File: src/rtl/timer_pkg.sv
// Shared types and helpers for the level countdown timer.
// Two-digit BCD time values, state encoding and binary->BCD conversion.
package timer_pkg;

  typedef enum logic [1:0] {
    IDLE,
    RUN,
    PAUSED,
    EXPIRED
  } timer_state_t;

  typedef logic [3:0] bcd_digit_t;

  localparam int MAX_SECONDS = 99;

  // Clamp to 99, then split into {tens, ones}
  function automatic logic [7:0] bin_to_bcd2(input logic [6:0] b);
    logic [6:0] v;
    logic [3:0] t;
    logic [3:0] o;
    v = (b > 7'(MAX_SECONDS)) ? 7'(MAX_SECONDS) : b;
    t = 4'(v / 7'd10);
    o = 4'(v % 7'd10);
    return {t, o};
  endfunction

endpackage

File: src/rtl/level_timer_bcd2_add_dec.sv
// Two-digit BCD add with optional decrement.
// Sum saturates at 99; the decrement never goes below 00.
module bcd2_add_dec
  import timer_pkg::*;
(
  input  bcd_digit_t a_tens,
  input  bcd_digit_t a_ones,
  input  bcd_digit_t b_tens,
  input  bcd_digit_t b_ones,
  input  logic       dec,
  output bcd_digit_t r_tens,
  output bcd_digit_t r_ones,
  output logic       zero
);

  logic [4:0] os;
  logic [4:0] ts;
  logic       oc;
  logic       sat;
  bcd_digit_t st;
  bcd_digit_t so;

  // Add with decimal carry, saturate on tens carry-out, then decrement
  always_comb begin
    os  = {1'b0, a_ones} + {1'b0, b_ones};
    oc  = (os > 5'd9);
    if (oc) os = os - 5'd10;
    ts  = {1'b0, a_tens} + {1'b0, b_tens} + {4'd0, oc};
    sat = (ts > 5'd9);
    st  = sat ? 4'd9 : ts[3:0];
    so  = sat ? 4'd9 : os[3:0];
    r_tens = st;
    r_ones = so;
    if (dec && !(st == 4'd0 && so == 4'd0)) begin
      if (so == 4'd0) begin
        r_tens = st - 4'd1;
        r_ones = 4'd9;
      end else begin
        r_ones = so - 4'd1;
      end
    end
    zero = (r_tens == 4'd0) && (r_ones == 4'd0);
  end

endmodule

File: src/rtl/level_timer.sv
// Level countdown timer: BCD seconds, bonus time, pause, expiry pulse.
// All outputs come straight from registers.
module level_timer
  import timer_pkg::*;
#(
  parameter int START_SECONDS = 60,
  parameter int LOW_THRESHOLD = 10
) (
  input  logic       clk,
  input  logic       reset,
  input  logic       tick,
  input  logic       start,
  input  logic       pause,
  input  logic       bonus,
  input  logic [6:0] bonus_secs,
  output logic [3:0] tens,
  output logic [3:0] ones,
  output logic       running,
  output logic       time_up,
  output logic       low_time
);

  localparam bcd_digit_t START_T = bcd_digit_t'(START_SECONDS / 10);
  localparam bcd_digit_t START_O = bcd_digit_t'(START_SECONDS % 10);
  localparam logic [7:0] LOW_BCD = {4'(LOW_THRESHOLD / 10),
                                    4'(LOW_THRESHOLD % 10)};

  timer_state_t state_q, state_n;
  bcd_digit_t   tens_q, ones_q;
  bcd_digit_t   tens_n, ones_n;
  logic         tu_n, low_n;
  logic         bonus_ok, dec;
  logic [7:0]   bonus_bcd;
  bcd_digit_t   r_tens, r_ones;
  logic         r_zero;

  assign bonus_ok  = bonus && (state_q == RUN || state_q == PAUSED);
  assign dec       = tick && (state_q == RUN) && !pause;
  assign bonus_bcd = bonus_ok ? bin_to_bcd2(bonus_secs) : 8'h00;

  bcd2_add_dec u_arith (
    .a_tens (tens_q),
    .a_ones (ones_q),
    .b_tens (bonus_bcd[7:4]),
    .b_ones (bonus_bcd[3:0]),
    .dec    (dec),
    .r_tens (r_tens),
    .r_ones (r_ones),
    .zero   (r_zero)
  );

  // Next state, next digits and next flag values
  always_comb begin
    state_n = state_q;
    tens_n  = tens_q;
    ones_n  = ones_q;
    tu_n    = 1'b0;
    if (start) begin
      state_n = RUN;
      tens_n  = START_T;
      ones_n  = START_O;
    end else begin
      unique case (state_q)
        RUN: begin
          tens_n = r_tens;
          ones_n = r_ones;
          if (dec && r_zero) begin
            state_n = EXPIRED;
            tu_n    = 1'b1;
          end else if (pause) begin
            state_n = PAUSED;
          end
        end
        PAUSED: begin
          tens_n = r_tens;
          ones_n = r_ones;
          if (!pause) state_n = RUN;
        end
        default: ;
      endcase
    end
    low_n = (state_n == RUN || state_n == PAUSED) &&
            ({tens_n, ones_n} != 8'h00) &&
            ({tens_n, ones_n} <= LOW_BCD);
  end

  // State, digit and output flag registers
  always_ff @(posedge clk or posedge reset) begin
    if (reset) begin
      state_q  <= IDLE;
      tens_q   <= START_T;
      ones_q   <= START_O;
      time_up  <= 1'b0;
      low_time <= 1'b0;
    end else begin
      state_q  <= state_n;
      tens_q   <= tens_n;
      ones_q   <= ones_n;
      time_up  <= tu_n;
      low_time <= low_n;
    end
  end

  assign tens    = tens_q;
  assign ones    = ones_q;
  assign running = (state_q == RUN);

endmodule

File: config.mk
export PLATFORM = sky130hd
export DESIGN_NAME = level_timer
export DESIGN_NICKNAME = d
export VERILOG_FILES = /design/src/rtl/timer_pkg.sv /design/src/rtl/level_timer_bcd2_add_dec.sv /design/src/rtl/level_timer.sv
export SDC_FILE = /design/constraint.sdc
export NUM_CORES = 1
export LEC_CHECK = 0
export ABC_AREA = 0
export BUFFER_PORTS_ARGS = -buffer_cell sky130_fd_sc_hd__buf_2
export CAP_MARGIN = 20
export CORE_MARGIN = 1
export CORE_UTILIZATION = 40
export CTS_BUF_LIST = sky130_fd_sc_hd__clkbuf_2 sky130_fd_sc_hd__clkbuf_4 sky130_fd_sc_hd__clkbuf_8
export DETAILED_ROUTE_END_ITERATION = 8
export HOLD_SLACK_MARGIN = 0.12
export SLEW_MARGIN = 20
export SYNTH_ARGS = -nofsm -noshare
export SYNTH_HDL_FRONTEND = slang
export SYNTH_SLANG_ARGS = --single-unit
File: constraint.sdc
create_clock -name clk -period 8.3 [get_ports clk]
set_clock_uncertainty 0.05 [all_clocks]
set_input_delay 0.83 -clock clk [delete_from_list [all_inputs] [get_ports clk]]
set_output_delay 0.83 -clock clk [all_outputs]
set_load 0.01 [all_outputs]
==> results of run 1 <==
## metal layers
metal	track usage (%)	vias to the layer above
met2	41.7	58
met5	0	-
met3	1.32	6
li1	-	1266
met4	4.62	0
met1	28.8	1215
## power breakdown
group / internal, mW / switching (mW) / total [mW]
combinational: 0.372 / 0.471 / 0.843
sequential: 0.0814 / 0.0232 / 0.105
clock: 0.0420 / 0.0224 / 0.0643
## cell usage after synthesis (2+ instances only)
cell type and count:
nand3_1 11, o21a_1 4, a21oi_1 16, nor3_1 12, a2111oi_0 3, o21bai_1 2, nand2b_1 4, o211ai_1 8
or2_2 3, o2111ai_1 3, nand2_1 26, a21o_1 6, o32ai_1 2, nor2_1 27, o21ai_0 17, a31oi_1 6
o31a_1 2, a2bb2oi_1 2, nor4_1 5, o31ai_1 2, a211oi_1 7, dfrtp_1 10, nor2b_1 2, ha_1 15
a211o_1 2, fa_1 3, or4_1 6, o2bb2ai_1 2, a221oi_1 2, or3_1 5, a22oi_1 2, nand4_1 3
nor4bb_1 2, clkbuf_1 6, o2111a_1 3, a211oi_2 2, a21boi_0 3, and2_1 4, dfstp_2 2, a31o_2 3
inv_1 22
## path summary, 6_finish.rpt
| kind | start | endpoint | cells past startpoint |
|---|---|---|---|
| hold / removal | reset | low_time$_DFF_PP0_ | 2 |
| min in group clk | tens[3]$_DFF_PP0_ | tens[3]$_DFF_PP0_ | 2 |
| hold reg to reg | tens[3]$_DFF_PP0_ | tens[3]$_DFF_PP0_ | 2 |
| max in group asynchronous | reset | tens[1]$_DFF_PP1_ | 2 |
| setup / recovery | bonus_secs[5] | low_time$_DFF_PP0_ | 36 |
| setup reg to reg | state_q[0]$_DFF_PP0_ | low_time$_DFF_PP0_ | 23 |
## sequential cells by signal, indices dropped and copies added, names as in the netlist
name and count:
state_q 2, ones 4, low_time 1, tens 4
time_up 1
## worst register-to-register path, cell delays in order (launching register included)
cell	delay, ns
dfrtp_1	0.44
inv_1	0.07
ha_1	0.45
inv_1	0.41
nand2_1	0.31
nor4_1	0.38
nor2_1	0.12
fa_1	0.49
nand2b_1	0.22
a21oi_1	0.25
a21oi_2	0.06
fa_1	0.38
inv_1	0.08
fa_2	0.45
a21oi_2	0.15
a211o_1	0.17
nand3_2	0.12
ha_1	0.21
and4b_1	0.25
nand4bb_1	0.23
or4_1	0.55
and3_4	0.19
a2111o_1	0.37
nor3b_2	0.17
## layout make-up
type                            count  share of cell area (%)
Tap cell                           70                    3.15
Multi-Input combinational cell    256                    66.9
Timing Repair Buffer               60                    14.1
Sequential cell                    12                    10.9
Inverter                           22                    2.97
Clock buffer                        4                    1.98
## kinds of logic after synthesis
| logic type | Yosys count | synth area share [%] |
|---|---|---|
| muxes | 1 | 0.454 |
| adders and majority gates | 18 | 11.2 |
| AOI/OAI and AO/OA | 111 | 37.7 |
| xor gates and xnor gates | 3 | 2.16 |
| and+or+nand+nor | 123 | 30.0 |
| DFF | 12 | 13.7 |
| buffers and inverters | 28 | 4.77 |
## metrics by stage
stage | hold WS, ns | worst slack, ns | std cells
2_1_floorplan | 0.530 | 0.00480 | 296
3_3_place_gp | 0.554 | 0.0421 | 418
3_5_place_dp | 0.553 | -0.0671 | 418
4_1_cts | 0.549 | 0.151 | 422
5_1_grt | 0.589 | -0.0563 | 424
6_report | 0.532 | 0.418 | 424
## repair_timing
item | in CTS | in global routing
resized for setup | 0 | 15
buffers inserted | 0 | 2
endpoints found under the setup margin | 0 | 5
==> results.sh, run 1 <==
export IMPL_status="completed"
export IMPL_period_share_pct=95.0
export IMPL_fp_row_count=26
export IMPL_grt_overflow_total=0
export IMPL_hold_class="input port to async pin"
export IMPL_synthFlopType="dfrtp_1"
export IMPL_multi_input_area_um2=1860
export IMPL_wl_met2_um=3280
export IMPL_fill_cells=538
export IMPL_setup_viol=0
export IMPL_synth_nets=327
export IMPL_fmax_mhz=127
export IMPL_synth_async_reset_ratio_pct=100
export IMPL_crit_top_cell="ha_1"
export IMPL_vias=2545
export IMPL_met1_length_um=2980
export IMPL_core_area_um2=5200
export IMPL_layout_drive_gt1_share_pct=26.8
export IMPL_critPathKind="input port to flip-flop"
export IMPL_antenna_found_initial=0
export IMPL_arrival_ns=8.00
export IMPL_die_h_um=76.2
export IMPL_drt_pass1_iterations=4
export IMPL_period_minus_slack_ns=7.88
export IMPL_syn_cell_area_um2=2200
export IMPL_cts_buffer_depth=2
export IMPL_grt_pass1_wl_um=11000
export IMPL_synth_seq_area_share_pct=13.7
export IMPL_grtUsageTotal_pct=22.6
export IMPL_die_area_um2=5810
export IMPL_worst_path_max_fanout=6
export IMPL_layout_common_cells="buf_4 (37), nor2_1 (27), nand2_1 (26), buf_2 (23), inv_1 (22)"
export IMPL_worst_path_buf_inv=3
export IMPL_cpMaxStageDelayCell="or4_1"
export IMPL_critical_path_top_delay_family="compound AO/OA/AOI/OAI gates"
export IMPL_stdcell_area_um2=2780
export IMPL_worst_pin_slew_ns=1.02
export IMPL_met3_length_um=212
export IMPL_r2r_slack_ns=1.66
export IMPL_portBuffers=23
export IMPL_tns_ns=0
export IMPL_fin_util_pct=53.4
export IMPL_synth_cells=296
export IMPL_drt_total_wl_um=6540
export IMPL_via_per_inst=6.00
export IMPL_worstPathRequired_ns=8.42
export IMPL_ir_drop_uv=201
export IMPL_maxSlewViolCount=0
export IMPL_cts_root_buffer="clkbuf_8"
export IMPL_cts_buffers=3
export IMPL_power_density_nw_per_um2=364
export IMPL_avgSynthCellArea_um2=7.44
export IMPL_ys_seq_elements=12
export IMPL_area_delta_synth_final_pct=26.2
export IMPL_cts_tree="built"
export IMPL_wire_per_inst_um=15.4
export IMPL_regArea_um2=303
export IMPL_h_tree_depth=1
export IMPL_start_util_pct=42.3
export IMPL_n_antenna_cell=0
export IMPL_drc=0
export IMPL_drt_iter0_drc=127
export IMPL_clock_latency_ns=0.24
export IMPL_mostFrequentLayoutCell="buf_4"
export IMPL_yosys_area_top_type_share_pct=11.4
export IMPL_hpwl_um=5230
export IMPL_ant_nets=0
export IMPL_grt_pass1_vias=2413
export IMPL_ioPinCount=24
export IMPL_hold_violations=0
export IMPL_max_slew_margin_rel_pct=31.2
export IMPL_synth_largest_area_cell="dfrtp_1"
export IMPL_total_power_mw=1.01
export IMPL_cp_start_kind="input port"
export IMPL_synth_edf_count=0
export IMPL_max_stage_delay_ns=0.55
export IMPL_grt_max_degree=16
export IMPL_yosysWarnings=0
export IMPL_dpl_cell_area_um2=2650
export IMPL_yosys_top_cells_area="dfrtp_1 (11%), ha_1 (8.5%), nor2_1 (4.6%)"
export IMPL_cts_sinks=12
export IMPL_cap_violations=0
export IMPL_ys_types=70
export IMPL_hold_buffers=0
export IMPL_top_layer_used="met4"
export IMPL_endpoint_kind="flip-flop"
export IMPL_place_gp_congestion=0.901
export IMPL_p_leak_nw=1.25
export IMPL_clkSlewWorstSetupHoldPaths_ns=0.05
export IMPL_die_width_um=76.2
export IMPL_fin_nets=386
No activity file was read; power rests on OpenSTA's default activity.
==> inputs of run 2 (changes only) <==
- PLACE_DENSITY: unset -> 0.64
==> run 2 against run 1 <==
  * Utilization rose by 0.34 points
  * Sequential power is essentially flat
  * Setup slack got worse by 0.011 ns
  * Clock power decreased by 1%
  * Final cell count down 0.94%
  * Global-route usage down 0.15 points
  * Clock-buffer cell count is the same
  * Non-clock buffer count fell by 4
  * Combinational power about the same
  * Largest power group unchanged
==> results.sh, run 2 (synthesis results as in run 1) <==
export IMPL_portBuffers=23
export IMPL_hold_violations=0
export IMPL_worst_path_max_fanout=6
export IMPL_r2r_start="state_q[0]$_DFF_PP0_"
export IMPL_critPathKind="input port to flip-flop"
export IMPL_ir_drop_uv=207
export IMPL_fmax_mhz=127
export IMPL_cts_sinks=12
export IMPL_fin_nets=382
export IMPL_core_area_um2=5200
export IMPL_wl_met2_um=3170
export IMPL_vias=2533
export IMPL_power_density_nw_per_um2=362
export IMPL_area_delta_synth_final_pct=27.0
export IMPL_place_gp_congestion=0.881
export IMPL_met1_length_um=2910
export IMPL_ioPinCount=24
export IMPL_clock_latency_ns=0.25
export IMPL_cts_buffers=3
export IMPL_drt_pass1_iterations=5
export IMPL_cpMaxStageDelayCell="or4_1"
export IMPL_grt_max_degree=16
export IMPL_hold_class="input port to async pin"
export IMPL_p_leak_nw=1.24
export IMPL_r2r_slack_ns=1.61
export IMPL_tns_ns=0
export IMPL_grt_overflow_total=0
export IMPL_die_area_um2=5810
export IMPL_met3_length_um=241
export IMPL_cts_tree="built"
export IMPL_grtUsageTotal_pct=22.5
export IMPL_hpwl_um=5150
export IMPL_via_per_inst=6.03
export IMPL_layout_drive_gt1_share_pct=28.3
export IMPL_layout_common_cells="buf_4 (33), nor2_1 (27), nand2_1 (25), buf_2 (23), inv_1 (22)"
export IMPL_cts_root_buffer="clkbuf_8"
export IMPL_worstPathRequired_ns=8.42
export IMPL_worst_pin_slew_ns=1.05
export IMPL_grt_pass1_vias=2402
export IMPL_fp_row_count=26
export IMPL_max_stage_delay_ns=0.54
export IMPL_setup_viol=0
export IMPL_cts_buffer_depth=2
export IMPL_period_minus_slack_ns=7.89
export IMPL_period_share_pct=95.1
export IMPL_rr_worst_depth=23
export IMPL_max_slew_margin_rel_pct=29.2
export IMPL_endpoint_kind="flip-flop"
export IMPL_maxSlewViolCount=0
export IMPL_wire_per_inst_um=15.5
export IMPL_die_h_um=76.2
export IMPL_drt_iter0_drc=114
export IMPL_cp_start_kind="input port"
export IMPL_r2r_end="low_time$_DFF_PP0_"
export IMPL_n_antenna_cell=0
export IMPL_cap_violations=0
export IMPL_fin_util_pct=53.8
export IMPL_arrival_ns=8.01
export IMPL_drc=0
export IMPL_antenna_found_initial=0
export IMPL_top_layer_used="met4"
export IMPL_ant_nets=0
export IMPL_start_util_pct=42.3
export IMPL_mostFrequentLayoutCell="buf_4"
export IMPL_grt_pass1_wl_um=10900
export IMPL_status="completed"
export IMPL_hold_buffers=0
export IMPL_die_width_um=76.2
export IMPL_drt_total_wl_um=6510
export IMPL_h_tree_depth=1
export IMPL_clkSlewWorstSetupHoldPaths_ns=0.05
==> run 2: critical path: cells and delay by family <==
family / cells / cell delay, ns
fa+ha+maj: 7 / 1.67
compound gates: 13 / 2.58
simple gates: 13 / 2.62
buf+inv: 4 / 0.32
==> run 2: routing by layer <==
layer	GRT usage [%]	vias up
li1	-	1257
met1	28.3	1188
met2	39.3	67
met3	1.80	21
met4	9.42	0
met5	0	-
==> run 2: through the flow <==
| step | cell area [um^2] | hold WS [ns] | power (mW) | setup slack, ns | cells |
|---|---|---|---|---|---|
| 3_5_place_dp | 2620 | 0.543 | 0.899 | -0.159 | 414 |
| 6_report | 2800 | 0.535 | 1.01 | 0.407 | 420 |
| 4_1_cts | 2680 | 0.539 | 0.971 | 0.0751 | 418 |
| 2_1_floorplan | 2210 | 0.530 | 0.660 | 0.00480 | 296 |
| 3_3_place_gp | 2620 | 0.550 | 0.897 | 0.0474 | 414 |
| 5_1_grt | 2800 | 0.572 | 1.11 | -0.0306 | 420 |
==> run 2: report_power, final <==
part | leakage [nW] | switching [mW] | total [mW] | internal [mW]
Combinational | 1.06 | 0.470 | 0.844 | 0.374
Clock | 0.0288 | 0.0217 | 0.0636 | 0.0419
Sequential | 0.152 | 0.0253 | 0.107 | 0.0814
Total | 1.24 | 0.517 | 1.01 | 0.497
==> run 2: area by class of cell <==
cell class | instances | area [um^2]
clock buffers | 4 | 55.1
fillers | 510 | 2410
inverters | 22 | 82.6
multi-input cells | 256 | 1910
flip-flops and latches | 12 | 303
well taps | 70 | 87.6
repair buffers | 56 | 363
==> run 2: how the worst max path moves through the flow <==
stage	start	slack (ns)	end	cells past startpoint
floorplan	bonus_secs[4]	0.005	low_time$_DFF_PP0_	35
global placement	bonus_secs[4]	0.05	low_time$_DFF_PP0_	36
detailed placement	bonus_secs[4]	-0.16	low_time$_DFF_PP0_	36
CTS	bonus_secs[4]	0.08	low_time$_DFF_PP0_	36
global route	bonus_secs[4]	-0.03	low_time$_DFF_PP0_	37
finish	bonus_secs[4]	0.41	low_time$_DFF_PP0_	37
==> run 2: what timing repair did <==
| action | 4_1_cts | 5_1_grt |
|---|---|---|
| gates resized for setup | 0 | 23 |
| setup buffers | 0 | 2 |
| setup endpoints to repair | 0 | 5 |
